`src/rtl/regfile_pkg.sv`:
```
// Shared types and constants for the parametrised register file and its
// bulk-clear sequencer.
package regfile_pkg;

    typedef enum logic {
        IDLE  = 1'b0,
        CLEAR = 1'b1
    } clr_state_e;

    // Port-1 override encodings; any value with bit 1 low means no override.
    localparam logic [1:0] SET_IMM = 2'b10;
    localparam logic [1:0] SET_BR  = 2'b11;

    localparam int DEFAULT_IMM_IDX = 1;

endpackage

```
`src/rtl/regfile_clear_seq.sv`:
```
// Bulk-clear sequencer: walks idx from 1 to NREGS-1, one register per cycle.
// Index 0 is hardwired zero, so it is skipped.
module regfile_clear_seq
    import regfile_pkg::*;
#(
    parameter  int NREGS = 8,
    localparam int AW    = $clog2(NREGS)
) (
    input  logic          clock,
    input  logic          reset,
    input  logic          clear_req,
    output logic          clear_busy,
    output logic          clear_en,
    output logic [AW-1:0] clear_idx
);

    clr_state_e    state_q, state_d;
    logic [AW-1:0] idx_q, idx_d;

    always_ff @(posedge clock) begin
        if (reset) begin
            state_q <= IDLE;
            idx_q   <= '0;
        end else begin
            state_q <= state_d;
            idx_q   <= idx_d;
        end
    end

    always_comb begin
        state_d = state_q;
        idx_d   = idx_q;
        case (state_q)
            IDLE: begin
                if (clear_req) begin
                    state_d = CLEAR;
                    idx_d   = AW'(1);
                end
            end
            CLEAR: begin
                // idx wraps to 0 after the last register, ready for the next run.
                idx_d = idx_q + AW'(1);
                if (idx_q == AW'(NREGS - 1)) begin
                    state_d = IDLE;
                end
            end
        endcase
    end

    assign clear_busy = (state_q == CLEAR);
    assign clear_en   = (state_q == CLEAR);
    assign clear_idx  = idx_q;

endmodule

```
`src/rtl/regfile_param.sv`:
```
// Parametrised register file: hardwired-zero r0, immediate-with-carry,
// branch register, register swap and a sequenced bulk clear.
module regfile_param
    import regfile_pkg::*;
#(
    parameter  int WIDTH    = 8,
    parameter  int NREGS    = 8,
    parameter  int RD1_REGS = 4,
    parameter  int IMM_IDX  = DEFAULT_IMM_IDX,
    parameter  int BR_IDX   = NREGS - 1,
    localparam int AW       = $clog2(NREGS),
    localparam int A1W      = $clog2(RD1_REGS)
) (
    input  logic             clock,
    input  logic             reset,
    input  logic             write_ctrl,
    input  logic             carry_out,
    input  logic             swap_ctrl,
    input  logic [1:0]       set_ctrl,
    input  logic [A1W-1:0]   read_reg1,
    input  logic [AW-1:0]    read_reg2,
    input  logic [AW-1:0]    write_reg,
    input  logic [WIDTH-1:0] write_val,
    input  logic             clear_req,
    output logic [WIDTH-1:0] read_val1,
    output logic [WIDTH-1:0] read_val2,
    output logic [WIDTH-1:0] branch_val,
    output logic             clear_busy
);

    logic [WIDTH-1:0] regs_q [NREGS];
    logic [WIDTH-1:0] regs_d [NREGS];

    logic          clear_en;
    logic [AW-1:0] clear_idx;
    logic [AW-1:0] rd1_addr;
    logic          swap_ok;
    logic          carry_set;

    regfile_clear_seq #(
        .NREGS (NREGS)
    ) u_clear_seq (
        .clock      (clock),
        .reset      (reset),
        .clear_req  (clear_req),
        .clear_busy (clear_busy),
        .clear_en   (clear_en),
        .clear_idx  (clear_idx)
    );

    assign rd1_addr  = AW'(read_reg1);
    assign swap_ok   = swap_ctrl && (rd1_addr != read_reg2);
    assign carry_set = write_ctrl && carry_out;

    // Per-register priority: clear > swap > carry imm-set > normal write.
    // While clearing, every register not being cleared simply holds.
    for (genvar gi = 0; gi < NREGS; gi++) begin : g_reg
        localparam logic [AW-1:0] IDX    = AW'(gi);
        localparam bit            IS_IMM = (gi == IMM_IDX);

        if (gi == 0) begin : g_zero
            assign regs_d[gi] = '0;
        end else begin : g_live
            assign regs_d[gi] =
                clear_en                              ? ((clear_idx == IDX) ? '0 : regs_q[gi]) :
                (swap_ok && rd1_addr == IDX)          ? regs_q[read_reg2] :
                (swap_ok && read_reg2 == IDX)         ? regs_q[rd1_addr] :
                (carry_set && IS_IMM)                 ? WIDTH'(1) :
                (write_ctrl && write_reg == IDX)      ? write_val :
                                                        regs_q[gi];
        end
    end

    always_ff @(posedge clock) begin
        for (int i = 0; i < NREGS; i++) begin
            if (reset) begin
                regs_q[i] <= '0;
            end else begin
                regs_q[i] <= regs_d[i];
            end
        end
    end

    always_comb begin
        read_val1 = regs_q[rd1_addr];
        if (set_ctrl == SET_BR) begin
            read_val1 = regs_q[BR_IDX];
        end else if (set_ctrl == SET_IMM) begin
            read_val1 = regs_q[IMM_IDX];
        end
    end

    assign read_val2  = regs_q[read_reg2];
    assign branch_val = regs_q[BR_IDX];

endmodule

```
`config.mk`:
```
export PLATFORM = sky130hd
export DESIGN_NAME = regfile_param
export DESIGN_NICKNAME = d
export VERILOG_FILES = /design/src/rtl/regfile_pkg.sv /design/src/rtl/regfile_clear_seq.sv /design/src/rtl/regfile_param.sv
export SDC_FILE = /design/constraint.sdc
export NUM_CORES = 1
export LEC_CHECK = 0
export ABC_CLOCK_PERIOD_IN_PS = 2150
export CORE_MARGIN = 2
export CORE_UTILIZATION = 24
export CTS_BUF_LIST = sky130_fd_sc_hd__clkbuf_8
export DETAILED_ROUTE_END_ITERATION = 7
export REMOVE_ABC_BUFFERS = 1
export SLEW_MARGIN = 20
export SYNTH_ARGS = -nofsm -noshare
export SYNTH_HDL_FRONTEND = slang
export SYNTH_HIERARCHICAL = 1
export SYNTH_SLANG_ARGS = --single-unit
```
`constraint.sdc`:
```
create_clock -name clock -period 2.15 [get_ports clock]
set_input_delay 0.3225 -clock clock [delete_from_list [all_inputs] [get_ports clock]]
set_output_delay 0.3225 -clock clock [all_outputs]
set_load 0.01 [all_outputs]
```
==> flow_metrics.tcl <==
set metrics [dict create \
    dr_total_vias 4014 \
    synthesis.area_um2 4101 \
    holdBufCountCts 0 \
    ys_seq_area_share_pct 39.05 \
    drcViolationCount 0 \
    grt_max_degree 19 \
    most_common_library_cell_in_the_layout_ignoring_fill_and_taps "sky130_fd_sc_hd__buf_4" \
    run_status "complete, no violations" \
    count_of_flip_flops_with_a_built_in_enable_after_synthesis 40 \
    timing.setup.critical_path_class "input port to primary output" \
    global_route.overflow_total 0 \
    internal_power_mw 2.407 \
    switching_share_pct 29.59 \
    numCtsBuffers 9 \
    cts_tree "yes" \
    clock_power_share_pct 34.4 \
    synth_flop_cell "sky130_fd_sc_hd__edfxtp_1" \
    max_clock_freq_mhz 474.9 \
    h-tree-depth 3 \
    buffers_added_on_ports 48 \
    grtUsageTotal_pct 16.82 \
    detailedPlacementHpwl_um 11040 \
    mostFrequentLayoutCells "79 x sky130_fd_sc_hd__buf_4, 55 x sky130_fd_sc_hd__nor2_1, 40 x sky130_fd_sc_hd__edfxtp_1, 33 x sky130_fd_sc_hd__mux2i_1, 28 x sky130_fd_sc_hd__mux2_2" \
    numPlacedInstances 734 \
    p_per_area_nw_per_um2 584.8 \
    cts-root-buf "sky130_fd_sc_hd__clkbuf_8" \
    final_antenna_net_count 0 \
    clkLatencyLatePin_ns 0.36 \
    final_layout_size_suffix_gt1_share_pct 34.63 \
    starting_density_pct 24.64 \
    final-instance-count-excl-fill 760 \
    clkTransAtPathRegs_ns 0.07 \
    critPathMaxStageDelay_ns 0.35 \
    leakage_nw 2.286 \
    synthesis.area_per_instance_um2 9.955 \
    yosysTopAreaCellShare_pct 29.29 \
    via_per_inst 5.282 \
    synthesis.yosys.warnings 6 \
    num_rows 47 \
    yosys-top-cells-area "sky130_fd_sc_hd__edfxtp_1 29%, sky130_fd_sc_hd__dfxtp_1 9.8%, sky130_fd_sc_hd__mux2i_1 8.3%" \
    antenna_found_initial 0 \
    global_route_wire_length_before_repair_um 23130 \
    fin_ws_ns 0.04412 \
    finalWirelength_um 14950 \
    cap_viol_max_count 0 \
    vdd.ir_drop.worst_v 0.0003091 \
    layout.nets 561 \
    syn-instance-count 412 \
    power.net_switching_mw 1.011 \
    critPathRequiredTime_ns 1.83 \
    die_width_um 134.7 \
    firstDrtPassIters 5 \
    cp_cell_sequence "buf_2, bufbuf_16, nor2b_1, buf_4, buf_4, a221o_1, o21ai_2, inv_1, buf_2" \
    dr.first_iter.drc_count 379 \
    power.sequential.fraction_pct 40.3 \
    die_height_um 134.7 \
    placement.setup.worst_slack_ns -0.5551 \
    finalClockSkew_ns 0.009830 \
    post_synth_num_cell_types 48 \
    fin_max_slew_vios 0 \
    number_of_diodes_added_for_antenna_fixing 0 \
    io_pins 49 \
    total_of_endpoints_with_negative_setup_slack_in_the_final_report 0 \
    critical_path.slowest_cell "sky130_fd_sc_hd__a221o_1" \
    cts.sinks 60 \
    area_delta_synth_final_pct 42.53 \
    final_hold_viol_count 0 \
    final.period_utilization_pct 97.95 \
    drt-wirelength-per-cell_um 19.67 \
    worst_hold_path_type "register to register" \
    synth-async-reset-ratio_pct 0 \
    worst_tran_pin_value_ns 0.5087 \
    core-area_um2 16640 \
    worstSetupEndpointType "primary output" \
    worstPathArrival_ns 1.78 \
    critical_path.startpoint_type "input port" \
    synth_top_area_cell "sky130_fd_sc_hd__edfxtp_1" \
    via_count_of_the_first_global_routing_pass 4134 \
    slew_margin_rel_pct 66.04 \
    gpl.final_weighted_congestion 0.9003 \
    floorplan.die_area_um2 18150 \
    clk_path_buf_depth 2 \
    power.share.combinational_pct 25.3 \
    layout_min_cycle_time_ns 2.106 \
    critical_path_peak_fanout 8 \
    number_of_synthesized_register_bits 60 \
]
## worst max-delay path: cells and delay by family
family                 cells  cell delay (ns)
AND/OR/NAND/NOR            1             0.12
buffers and inverters      6             0.91
AO/OA/AOI/OAI              2             0.42
## metrics by stage
stage / cell area [um^2] / utilization (%) / hold slack [ns] / TNS, ns / power (mW)
final: 5846 / 35.13 / 0.5349 / 0 / 3.418
after global routing: 5846 / 35.13 / 0.5634 / -0.003999 / 3.555
after CTS: 5843 / 35.11 / 0.5495 / 0 / 3.421
after detailed placement: 5454 / 32.77 / 0.5319 / -33.26 / 2.214
after global placement: 5454 / 32.77 / 0.5123 / -31.43 / 2.187
after floorplan: 3955 / - / 0.3916 / -7.297 / 1.732
## cells by family (layout without fill, tap and decap cells)
family | after synthesis | count (layout) | synth area share [%]
buffers and inverters | 43 | 171 | 4.759
adder cells (fa/ha/maj) | 2 | 2 | 0.6100
AND/OR/NAND/NOR | 113 | 113 | 13.03
flip-flops | 60 | 60 | 39.05
multiplexers | 72 | 72 | 20.93
AO/OA/AOI/OAI | 122 | 122 | 21.63
## power groups by stage
| stage | registers (mW) | clock network, mW | logic (mW) |
|---|---|---|---|
| after global routing | 1.38 | 1.24 | 0.929 |
| after CTS | 1.37 | 1.19 | 0.854 |
| after detailed placement | 1.40 | 0 | 0.816 |
| after floorplan | 1.37 | 0 | 0.359 |
| after global placement | 1.39 | 0 | 0.795 |
| final | 1.38 | 1.18 | 0.865 |
## flip-flops by register name, indices dropped and copies added (netlist names)
| register | flops |
|---|---|
| u_clear_seq/clear_idx | 3 |
| u_clear_seq/clear_busy | 1 |
| regs_q | 56 |
## timing repair
action                     4_1_cts  5_1_grt
setup endpoints to repair       38       12
resized for setup               77       13
gates cloned                     3        0
pin swaps                        6        1
buffers inserted                 6        1
## layout make-up
type / count / area [um^2]
multi-input cells: 309 / 2377
clock inverters: 7 / 100.1
well taps: 220 / 275.3
inverters: 13 / 48.80
fillers: 1678 / 10800
flip-flops and latches: 60 / 1603
repair buffers: 142 / 1318
clock buffers: 9 / 123.9
## worst paths after layout
kind	end	from	cells after the start	slack, ns
setup reg to reg	regs_q[3][7]$_SDFFCE_PP0P_	regs_q[3][7]$_SDFFCE_PP0P_	7	0.39
hold reg to reg	regs_q[1][0]$_SDFFE_PP0P_	regs_q[1][0]$_SDFFE_PP0P_	1	0.53
setup / recovery	read_val2[4]	read_reg2[1]	9	0.04
hold / removal	regs_q[1][0]$_SDFFE_PP0P_	regs_q[1][0]$_SDFFE_PP0P_	1	0.53
## cells in the mapped netlist (3+ instances only)
library cell / count
sky130_fd_sc_hd__a32o_1: 7
sky130_fd_sc_hd__mux4_2: 8
sky130_fd_sc_hd__buf_1: 3
sky130_fd_sc_hd__clkbuf_1: 14
sky130_fd_sc_hd__buf_2: 8
sky130_fd_sc_hd__a21oi_1: 11
sky130_fd_sc_hd__mux2i_1: 34
sky130_fd_sc_hd__nand2b_1: 7
sky130_fd_sc_hd__a22o_1: 10
sky130_fd_sc_hd__a211oi_1: 25
sky130_fd_sc_hd__dfxtp_1: 20
sky130_fd_sc_hd__o21ai_0: 20
sky130_fd_sc_hd__nand2_1: 25
sky130_fd_sc_hd__a221o_1: 7
sky130_fd_sc_hd__nor2_1: 55
sky130_fd_sc_hd__a31oi_1: 10
sky130_fd_sc_hd__nor2b_1: 4
sky130_fd_sc_hd__o21ai_1: 6
sky130_fd_sc_hd__a22oi_1: 16
sky130_fd_sc_hd__nor3_1: 3
sky130_fd_sc_hd__mux2_2: 30
sky130_fd_sc_hd__edfxtp_1: 40
sky130_fd_sc_hd__inv_1: 13
## per-layer routing
| metal | GRT usage (%) | vias up | wire length (um) |
|---|---|---|---|
| met5 | 0 | - | 0 |
| met4 | 5.146 | 0 | 309 |
| met3 | 3.979 | 29 | 1083 |
| met2 | 27.02 | 175 | 7088 |
| met1 | 22.46 | 1965 | 6468 |
| li1 | - | 1845 | - |
(Power assumes the default switching activity.)
